<file path="src/rtl/mux_arb_pkg.sv">
// Shared types and constants for the two-requester packet arbiter.
// Holds the arbiter state encoding, the mux select values and the
// default packet length limit. Every file that needs them imports this
// package.
package mux_arb_pkg;

    // Arbiter FSM states.
    //   IDLE    : nothing is granted; arbitration happens here.
    //   GRANT_A : requester A owns the output until its packet ends.
    //   GRANT_B : requester B owns the output until its packet ends.
    typedef enum logic [1:0] {
        IDLE    = 2'd0,
        GRANT_A = 2'd1,
        GRANT_B = 2'd2
    } arb_state_t;

    // Mux select values.
    // SEL_A also records "A was served last" in the last-grant flag.
    // SEL_B also records "B was served last" in the last-grant flag.
    localparam logic SEL_A = 1'b0;
    localparam logic SEL_B = 1'b1;

    // Default packet length limit. A packet that reaches this many
    // beats without a last beat loses its grant.
    localparam int DEFAULT_MAX_BEATS = 16;

endpackage : mux_arb_pkg

</file>
<file path="src/rtl/mux_2to1_bus.sv">
// WIDTH-wide payload and last-flag selector.
// Both requesters' data and last flags go through this block. sel picks
// which requester reaches the output. When sel = SEL_A (IDLE and
// GRANT_A) the output shows A. This keeps y_data at A's payload
// whenever nothing is granted.
module mux_2to1_bus
    import mux_arb_pkg::*;
#(
    parameter int WIDTH = 8
) (
    input  logic             sel,
    input  logic [WIDTH-1:0] a_data,
    input  logic             a_last,
    input  logic [WIDTH-1:0] b_data,
    input  logic             b_last,
    output logic [WIDTH-1:0] y_data,
    output logic             y_last
);

    // Pure combinational select. No state lives here.
    always_comb begin
        if (sel == SEL_B) begin
            y_data = b_data;
            y_last = b_last;
        end else begin
            y_data = a_data;
            y_last = a_last;
        end
    end

endmodule : mux_2to1_bus

</file>
<file path="src/rtl/mux_2to1_arbiter.sv">
// Two-requester packet arbiter with a zero-latency output path.
//
// Handshake contract, used on every port pair:
//   - A beat moves on a rising edge only if valid && ready are both
//     high in the cycle before that edge.
//   - A source must hold its payload stable until the beat moves.
//   - ready here is combinational.
//     * The granted requester sees y_ready directly.
//     * The other requester always sees ready = 0.
//     * Both readies are 0 in IDLE and while rst_n is low.
//     * So no beat can move in a reset cycle.
//
// Once a requester wins, it keeps the grant until one of these happens:
//   - it sends a last beat, or
//   - it reaches MAX_BEATS accepted beats without a last beat.
// In the second case the grant is taken back and err_overrun pulses
// for one cycle.
// Every packet end returns through IDLE. This gives one bubble cycle
// before the next grant.
module mux_2to1_arbiter
    import mux_arb_pkg::*;
#(
    parameter int WIDTH     = 8,
    parameter int MAX_BEATS = DEFAULT_MAX_BEATS
) (
    input  logic             clk,
    input  logic             rst_n,

    input  logic             a_valid,
    input  logic [WIDTH-1:0] a_data,
    input  logic             a_last,
    output logic             a_ready,

    input  logic             b_valid,
    input  logic [WIDTH-1:0] b_data,
    input  logic             b_last,
    output logic             b_ready,

    output logic             y_valid,
    output logic [WIDTH-1:0] y_data,
    output logic             y_last,
    input  logic             y_ready,

    output logic             sel,
    output logic             err_overrun
);

    // Counter wide enough to hold MAX_BEATS itself.
    localparam int CW = $clog2(MAX_BEATS + 1);
    localparam logic [CW-1:0] MAX_CNT = CW'(MAX_BEATS);
    localparam logic [CW-1:0] CNT_ONE = CW'(1);

    // ------------------------------------------------------------------
    // State registers
    // ------------------------------------------------------------------
    arb_state_t    state_q;
    arb_state_t    state_d;
    logic          last_grant_q;    // SEL_A or SEL_B: who was granted last
    logic          last_grant_d;
    logic [CW-1:0] beat_cnt_q;      // beats accepted in the current packet
    logic [CW-1:0] beat_cnt_d;
    logic          err_q;
    logic          err_d;

    // ------------------------------------------------------------------
    // Datapath and handshake signals
    // ------------------------------------------------------------------
    logic          in_grant_a;
    logic          in_grant_b;
    logic          granted_valid;   // valid of whichever requester owns the grant
    logic          accept;          // a beat moves on the next edge
    logic [CW-1:0] beat_cnt_inc;

    assign in_grant_a = (state_q == GRANT_A);
    assign in_grant_b = (state_q == GRANT_B);

    // sel is decoded from the registered state only.
    // It can therefore change only when the state changes.
    assign sel = in_grant_b ? SEL_B : SEL_A;

    // Payload and last flag come from the selector sub-module.
    mux_2to1_bus #(
        .WIDTH (WIDTH)
    ) u_bus (
        .sel    (sel),
        .a_data (a_data),
        .a_last (a_last),
        .b_data (b_data),
        .b_last (b_last),
        .y_data (y_data),
        .y_last (y_last)
    );

    // Handshake gating.
    // rst_n is folded in so that a packet interrupted by reset cannot
    // hand over a beat during the reset cycle.
    always_comb begin
        granted_valid = 1'b0;
        if (in_grant_a) begin
            granted_valid = a_valid;
        end else if (in_grant_b) begin
            granted_valid = b_valid;
        end
        y_valid = rst_n && granted_valid;
        a_ready = rst_n && in_grant_a && y_ready;
        b_ready = rst_n && in_grant_b && y_ready;
        accept  = y_valid && y_ready;
    end

    assign beat_cnt_inc = beat_cnt_q + CNT_ONE;

    // Next-state logic, covering:
    //   - arbitration in IDLE;
    //   - packet end and overrun detection in the grant states.
    // A stall (y_ready = 0) or a gap (valid = 0) means no accept.
    // In that case everything simply holds.
    always_comb begin
        state_d      = state_q;
        last_grant_d = last_grant_q;
        beat_cnt_d   = beat_cnt_q;
        err_d        = 1'b0;

        case (state_q)
            IDLE: begin
                // Clear here so every grant starts counting from zero.
                beat_cnt_d = '0;
                if (a_valid && b_valid) begin
                    // Tie: serve whoever was not served last.
                    if (last_grant_q == SEL_B) begin
                        state_d      = GRANT_A;
                        last_grant_d = SEL_A;
                    end else begin
                        state_d      = GRANT_B;
                        last_grant_d = SEL_B;
                    end
                end else if (a_valid) begin
                    state_d      = GRANT_A;
                    last_grant_d = SEL_A;
                end else if (b_valid) begin
                    state_d      = GRANT_B;
                    last_grant_d = SEL_B;
                end
            end

            GRANT_A, GRANT_B: begin
                if (accept) begin
                    if (y_last) begin
                        // Normal end. This includes a last beat that is
                        // exactly beat MAX_BEATS: no error in that case.
                        state_d    = IDLE;
                        beat_cnt_d = '0;
                    end else if (beat_cnt_inc == MAX_CNT) begin
                        // Packet hit the limit without a last beat.
                        // Take the grant back and flag it.
                        state_d    = IDLE;
                        beat_cnt_d = '0;
                        err_d      = 1'b1;
                    end else begin
                        beat_cnt_d = beat_cnt_inc;
                    end
                end
            end

            default: begin
                state_d    = IDLE;
                beat_cnt_d = '0;
            end
        endcase
    end

    // State update with synchronous active-low reset.
    // Reset sets last_grant to B, so A wins the first tie.
    always_ff @(posedge clk) begin
        if (!rst_n) begin
            state_q      <= IDLE;
            last_grant_q <= SEL_B;
            beat_cnt_q   <= '0;
            err_q        <= 1'b0;
        end else begin
            state_q      <= state_d;
            last_grant_q <= last_grant_d;
            beat_cnt_q   <= beat_cnt_d;
            err_q        <= err_d;
        end
    end

    assign err_overrun = err_q;

endmodule : mux_2to1_arbiter

</file>
<file path="config.mk">
export PLATFORM = sky130hd
export DESIGN_NAME = mux_2to1_arbiter
export DESIGN_NICKNAME = d
export VERILOG_FILES = /design/src/rtl/mux_arb_pkg.sv /design/src/rtl/mux_2to1_bus.sv /design/src/rtl/mux_2to1_arbiter.sv
export SDC_FILE = /design/constraint.sdc
export NUM_CORES = 1
export LEC_CHECK = 0
export BUFFER_PORTS_ARGS = -buffer_cell sky130_fd_sc_hd__buf_2
export CAP_MARGIN = 20
export CORE_UTILIZATION = 42
export DETAILED_ROUTE_END_ITERATION = 8
export GPL_ROUTABILITY_DRIVEN = 0
export PLACE_DENSITY = 0.79
export SYNTH_ARGS = -nofsm -noshare
export SYNTH_HDL_FRONTEND = slang
export SYNTH_SLANG_ARGS = --single-unit
</file>
<file path="constraint.sdc">
create_clock -name clk -period 2.6 [get_ports clk]
set_input_delay 0.26 -clock clk [delete_from_list [all_inputs] [get_ports clk]]
set_output_delay 0.26 -clock clk [all_outputs]
set_load 0.02 [all_outputs]
</file>
== Word-level counts from Yosys, hierarchy flattened ==
Cells that the tools add are included.

* Register bits after elaboration: 9
* Output and inout bits: 14
* Logic and storage cells: 48

* Reduce and logical (&&, ||, !) cells: 14
* Bitwise gates (word level): 3
* Equal/unequal tests: 6
* $add $sub $neg: 1
* Mux-type cells: 20

{| class="wikitable"
|+ Operators with widths
! operator !! count
|-
| 2-bit 2-to-1 mux || 7
|-
| 5-bit 2-to-1 mux || 2
|-
| 1-bit 2-to-1 mux || 9
|-
| 8-bit 2-to-1 mux || 1
|-
| 1-bit logical AND || 7
|-
| 5-bit by 1-bit adder with 5-bit output, second input constant || 1
|-
| 5-bit == test, second input constant || 1
|-
| 4-bit inequality test, second input constant || 1
|-
| 2-bit case mux with 2 select lines || 1
|-
| 2-bit AND reduction || 2
|-
| 4-bit OR reduction || 1
|-
| 3-bit inequality test, second input constant || 1
|-
| 1-bit NOT || 3
|-
| 3-bit AND reduction || 1
|-
| 3-bit nonzero test || 1
|-
| 2-bit by 1-bit == test with 1-bit output, second input constant || 1
|-
| 2-bit == test, second input constant || 1
|-
| 2-bit zero test || 1
|-
| 2-bit inequality test, second input constant || 1
|-
| 2-bit OR reduction || 1
|}

== Depth between registers and ports, before layout ==
* Depth in word-level cells: 7
* Depth in mapped cells: 9
* Mapped depth without buffers: 7

== Hierarchy ==
A second synthesis with hierarchy kept.

* Cell total of the unflattened synthesis: 78
* Area, all modules: 732.0 µm²

{| class="wikitable"
|+ Modules (own cells, without submodules)
! module !! cells each !! times used !! area an instance (µm²)
|-
| mux_2to1_arbiter || 68 || 1 || 585.6
|-
| mux_2to1_bus || 10 || 1 || 146.4
|}

== Worst setup path before layout ==
No wires, ideal clock.

* Path type: register to register
* From: register state_q[0]
* To: register beat_cnt_q[3]
* Path buffers: 0
* Setup time: 0.070 ns
* Required time: 2.530 ns
* Arrival: 2.029 ns
* Setup slack: 0.501 ns
* Cell stages (with the launch flop): 8
* Path through: dfxtp_1 -> inv_1 -> ha_1 -> mux2i_1 -> inv_2 -> or2_0 -> or4b_1 -> a21oi_1

* Elaborated cells between the ends (all ways): 11
* Those cells by class: eq/ne (2); mux (5); reduce/logical (4)

{| class="wikitable"
|+ RTL lines
! what !! line !! RTL
|-
| start: declaration || mux_2to1_arbiter.sv:56 || <nowiki>arb_state_t state_q;</nowiki>
|-
| start signal: assignment || mux_2to1_arbiter.sv:180 || <nowiki>state_q <= state_d;</nowiki>
|-
| 2-bit == test || mux_2to1_arbiter.sv:75 || <nowiki>assign in_grant_b = (state_q == GRANT_B);</nowiki>
|-
| 1-bit 2-to-1 mux || mux_2to1_arbiter.sv:79 || <nowiki>assign sel = in_grant_b ? SEL_B : SEL_A;</nowiki>
|-
| net sel || mux_2to1_arbiter.sv:44 || <nowiki>output logic sel,</nowiki>
|-
| 1-bit 2-to-1 mux || mux_2to1_bus.sv:22 || <nowiki>if (sel == SEL_B) begin</nowiki>
|-
| net y_last || mux_2to1_arbiter.sv:41 || <nowiki>output logic y_last,</nowiki>
|-
| 5-bit 2-to-1 mux || mux_2to1_arbiter.sv:147 || <nowiki>if (y_last) begin</nowiki>
|-
| end signal: assignment || mux_2to1_arbiter.sv:182 || <nowiki>beat_cnt_q <= beat_cnt_d;</nowiki>
|-
| end: declaration || mux_2to1_arbiter.sv:60 || <nowiki>logic [CW-1:0] beat_cnt_q;</nowiki>
|}

The timed path passes the listed nets, and every way through them passes these cells.
A chain may end at the register's enable or synchronous reset.

== Final worst setup path ==
* From: register state_q[1]
* To: register beat_cnt_q[3]

* Cells in the longest elaborated chain, start to end: 5
* Elaborated cells between the ends (all ways): 11
* Those cells by class: eq/ne (2); mux (5); reduce/logical (4)

{| class="wikitable"
|+ RTL lines
! what !! line !! RTL
|-
| 2-bit == test || mux_2to1_arbiter.sv:75, mux_2to1_arbiter.sv:123 ||
|-
| 1-bit 2-to-1 mux || mux_2to1_arbiter.sv:101 || <nowiki>end else if (in_grant_b) begin</nowiki>
|-
| 1-bit 2-to-1 mux || mux_2to1_arbiter.sv:99 || <nowiki>if (in_grant_a) begin</nowiki>
|-
| 1-bit logical AND || mux_2to1_arbiter.sv:104 || <nowiki>y_valid = rst_n && granted_valid;</nowiki>
|-
| 1-bit logical AND || mux_2to1_arbiter.sv:107 || <nowiki>accept = y_valid && y_ready;</nowiki>
|}

Several ways; a longest one is shown, not always the timed one.

==> flow_summary.toml <==
[synthesis]
syn_area_per_cell_um2 = 8.51
ys_seq_elements = 9
synth_cell_types = 30
ys_seq_area_share_pct = 27.5
synth_fp_nets = 104
synth_cells = 77
synth_warnings = 0
netlist_area_um2 = 656

[cells_and_area]
final_nets = 143
drive_above_1_share_pct = 42.6
nFillCells = 133
n_antenna_cell = 0
stdcell_area_um2 = 873
area_growth_pct = 33.2
fin_cells = 130

[die]
dieArea_um2 = 1720
die_h_um = 41.5
dieWidth_um = 41.5
rows = 13
core_um2 = 1380
io_pins = 37
start_util_pct = 47.4

[clocking]
cts_tree = "built"
clockRootBuffer = "clkbuf_4"
postCtsResizedCells = 0
clockBufferDepth = 2
cts_setup_buffers = 0
cts_hold_buf = 0
cts-htree-levels = 1
cts.sinks = 9
clkSlewWorstSetupHoldPaths_ns = 0.06
clock_latency_ns = 0.26
cts_inserted_buffers = 3

[timing]
timing.hold.ws_ns = 0.264
final.setup.tns_ns = 0
worst_pin_slew_ns = 0.675
slew_violations = 0
rsz0062_at_grt = "no"
hold_violations = 0
fin_crit_sh_pct = 81.0
max_slew_margin_pct = 54.8
timing.fmax_ghz = 0.475
finalSetupViolCount = 0
clock_skew_ns = 0.00523
period_needed_ns = 2.11

[setup_path]
r2r_start = "state_q[1]"
crit_type = "reg -> reg"
startpoint = "state_q[1]"
worst_setup_path_end_kind = "register"
cp-start-kind = "register"
worstPathArrival_ns = 2.30
cp_max_fo = 11
critPathRequiredTime_ns = 2.80

[global_routing]
grt.total_usage_pct = 21.2
grt_pass1_vias = 670
grt_max_degree = 12
antenna_found_initial = 0
grt_pass1_wl_mm = 2.86
grt_remaining_overflow = 0

[power_and_ir_drop]
swShare_pct = 41.1
p_seq_share_pct = 27.5
intPower_w = 0.000363
ir_drop_uv = 391
powerDensity_nw_per_um2 = 706
clkPwrFrac_pct = 17.5
total_leakage_power_nw = 0.422
p_sw_w = 0.000254
p_total_w = 0.000616
p_comb_share_pct = 55.0

[hold_path]
min_from = "rst_n"
hp-class = "in -> reg"

[placement]
hpwl_mm = 1.31
numPortBuffers = 36
place_area_um2 = 847
place_inst = 126

[detailed_routing]
wire_per_inst_um = 12.4
vias_per_cell = 5.66
vias = 736
antenna_left = 0
drc_errors = 0
firstDrtPassIters = 4
drt_iter0_drc = 17
routed_wl_mm = 1.62

[status]
status = "completed"

[run]
maxCapViolCount = 0
==> power groups by stage <==
stage / sequential, W / clock (W) / combinational (W)
CTS: 0.000169 / 0.000112 / 0.000340
global placement: 0.000170 / 0 / 0.000327
detailed placement: 0.000172 / 0 / 0.000339
floorplan: 0.000168 / 0 / 0.000252
global route: 0.000172 / 0.000120 / 0.000373
finish: 0.000169 / 0.000108 / 0.000339
==> sequential cells by signal, summed over array words and instances (netlist names) <==
register and cells:
beat_cnt_q 5, state_q 2, err_overrun 1, last_grant_q 1
==> routing by layer <==
layer	vias up	part of all wire, %	track usage, %
li1	361	-	-
met5	-	0	0
met2	20	52	34.4
met1	350	41	26.5
met3	5	5.1	8.26
met4	0	0.93	4.52
==> path summary, 6_finish.rpt <==
check / endpoint / slack, ns / cells past startpoint
max: beat_cnt_q[3] / 0.49 / 7
min: last_grant_q / 0.26 / 2
max reg2reg: beat_cnt_q[3] / 0.49 / 7
min reg2reg: beat_cnt_q[4] / 0.49 / 2
==> cell usage in the layout (no fill, tap or decap), drive strengths merged, types with 2 or more instances in the layout <==
cell     n
a32o     2
o21a     2
nand2    6
dfxtp    9
ha       4
buf     37
clkbuf   4
nor2b    2
o21ai    5
inv      4
mux2i    2
nor2     6
mux2     8
a21oi    7
and3     3
==> cell usage after synthesis (all sizes together) <==
master | number | area [µm²]
o21ai | 5 | 25.0
mux2i | 2 | 20.0
a32o | 2 | 20.0
o21a | 2 | 15.0
o211ai | 1 | 7.51
and3 | 3 | 18.8
buf | 1 | 7.51
and2 | 1 | 6.26
clkbuf | 2 | 7.51
or4b | 1 | 10.0
nand2 | 6 | 22.5
dfxtp | 9 | 180
and4 | 1 | 8.76
inv | 4 | 15.0
nor2 | 6 | 22.5
or2 | 1 | 6.26
nand4b | 1 | 8.76
a31oi | 1 | 6.26
mux2 | 8 | 90.1
ha | 4 | 50.1
o2111a | 1 | 11.3
a221o | 1 | 10.0
nor4 | 1 | 6.26
nand3b | 1 | 7.51
nor2b | 2 | 12.5
and3b | 1 | 8.76
or3 | 1 | 6.26
a21oi | 7 | 35.0
o211a | 1 | 10.0
==> worst max-delay path: stages, from the launching register on <==
cell      delay, ns
dfxtp_1        0.36
inv_1          0.07
ha_1           0.19
and3b_1        0.23
o211ai_1       0.26
or2_0          0.32
or4b_1         0.47
a21oi_1        0.14
==> through the flow <==
step,util (%),worst slack (ns)
3_3_place_gp,61.3,0.591
5_1_grt,63.2,0.330
3_5_place_dp,61.3,0.499
6_report,63.2,0.495
2_1_floorplan,-,0.501
4_1_cts,63.2,0.494
==> kinds of logic after synthesis <==
group | synth area share, %
AO/OA/AOI/OAI | 21.4
adder cells (fa/ha/maj) | 7.63
buffers and inverters | 4.58
flip-flops | 27.5
multiplexers | 16.8
AND/OR/NAND/NOR | 22.1
==> layout make-up <==
cell class	count	area (µm²)	share of cell area [%]
multi-input combinational	61	445	51.0
timing repair buffer	37	188	21.5
sequential	9	180	20.6
clock buffer	4	26.3	3.01
tap	15	18.8	2.15
inverter	4	15.0	1.72
No activity file was read; power rests on OpenSTA's default activity.
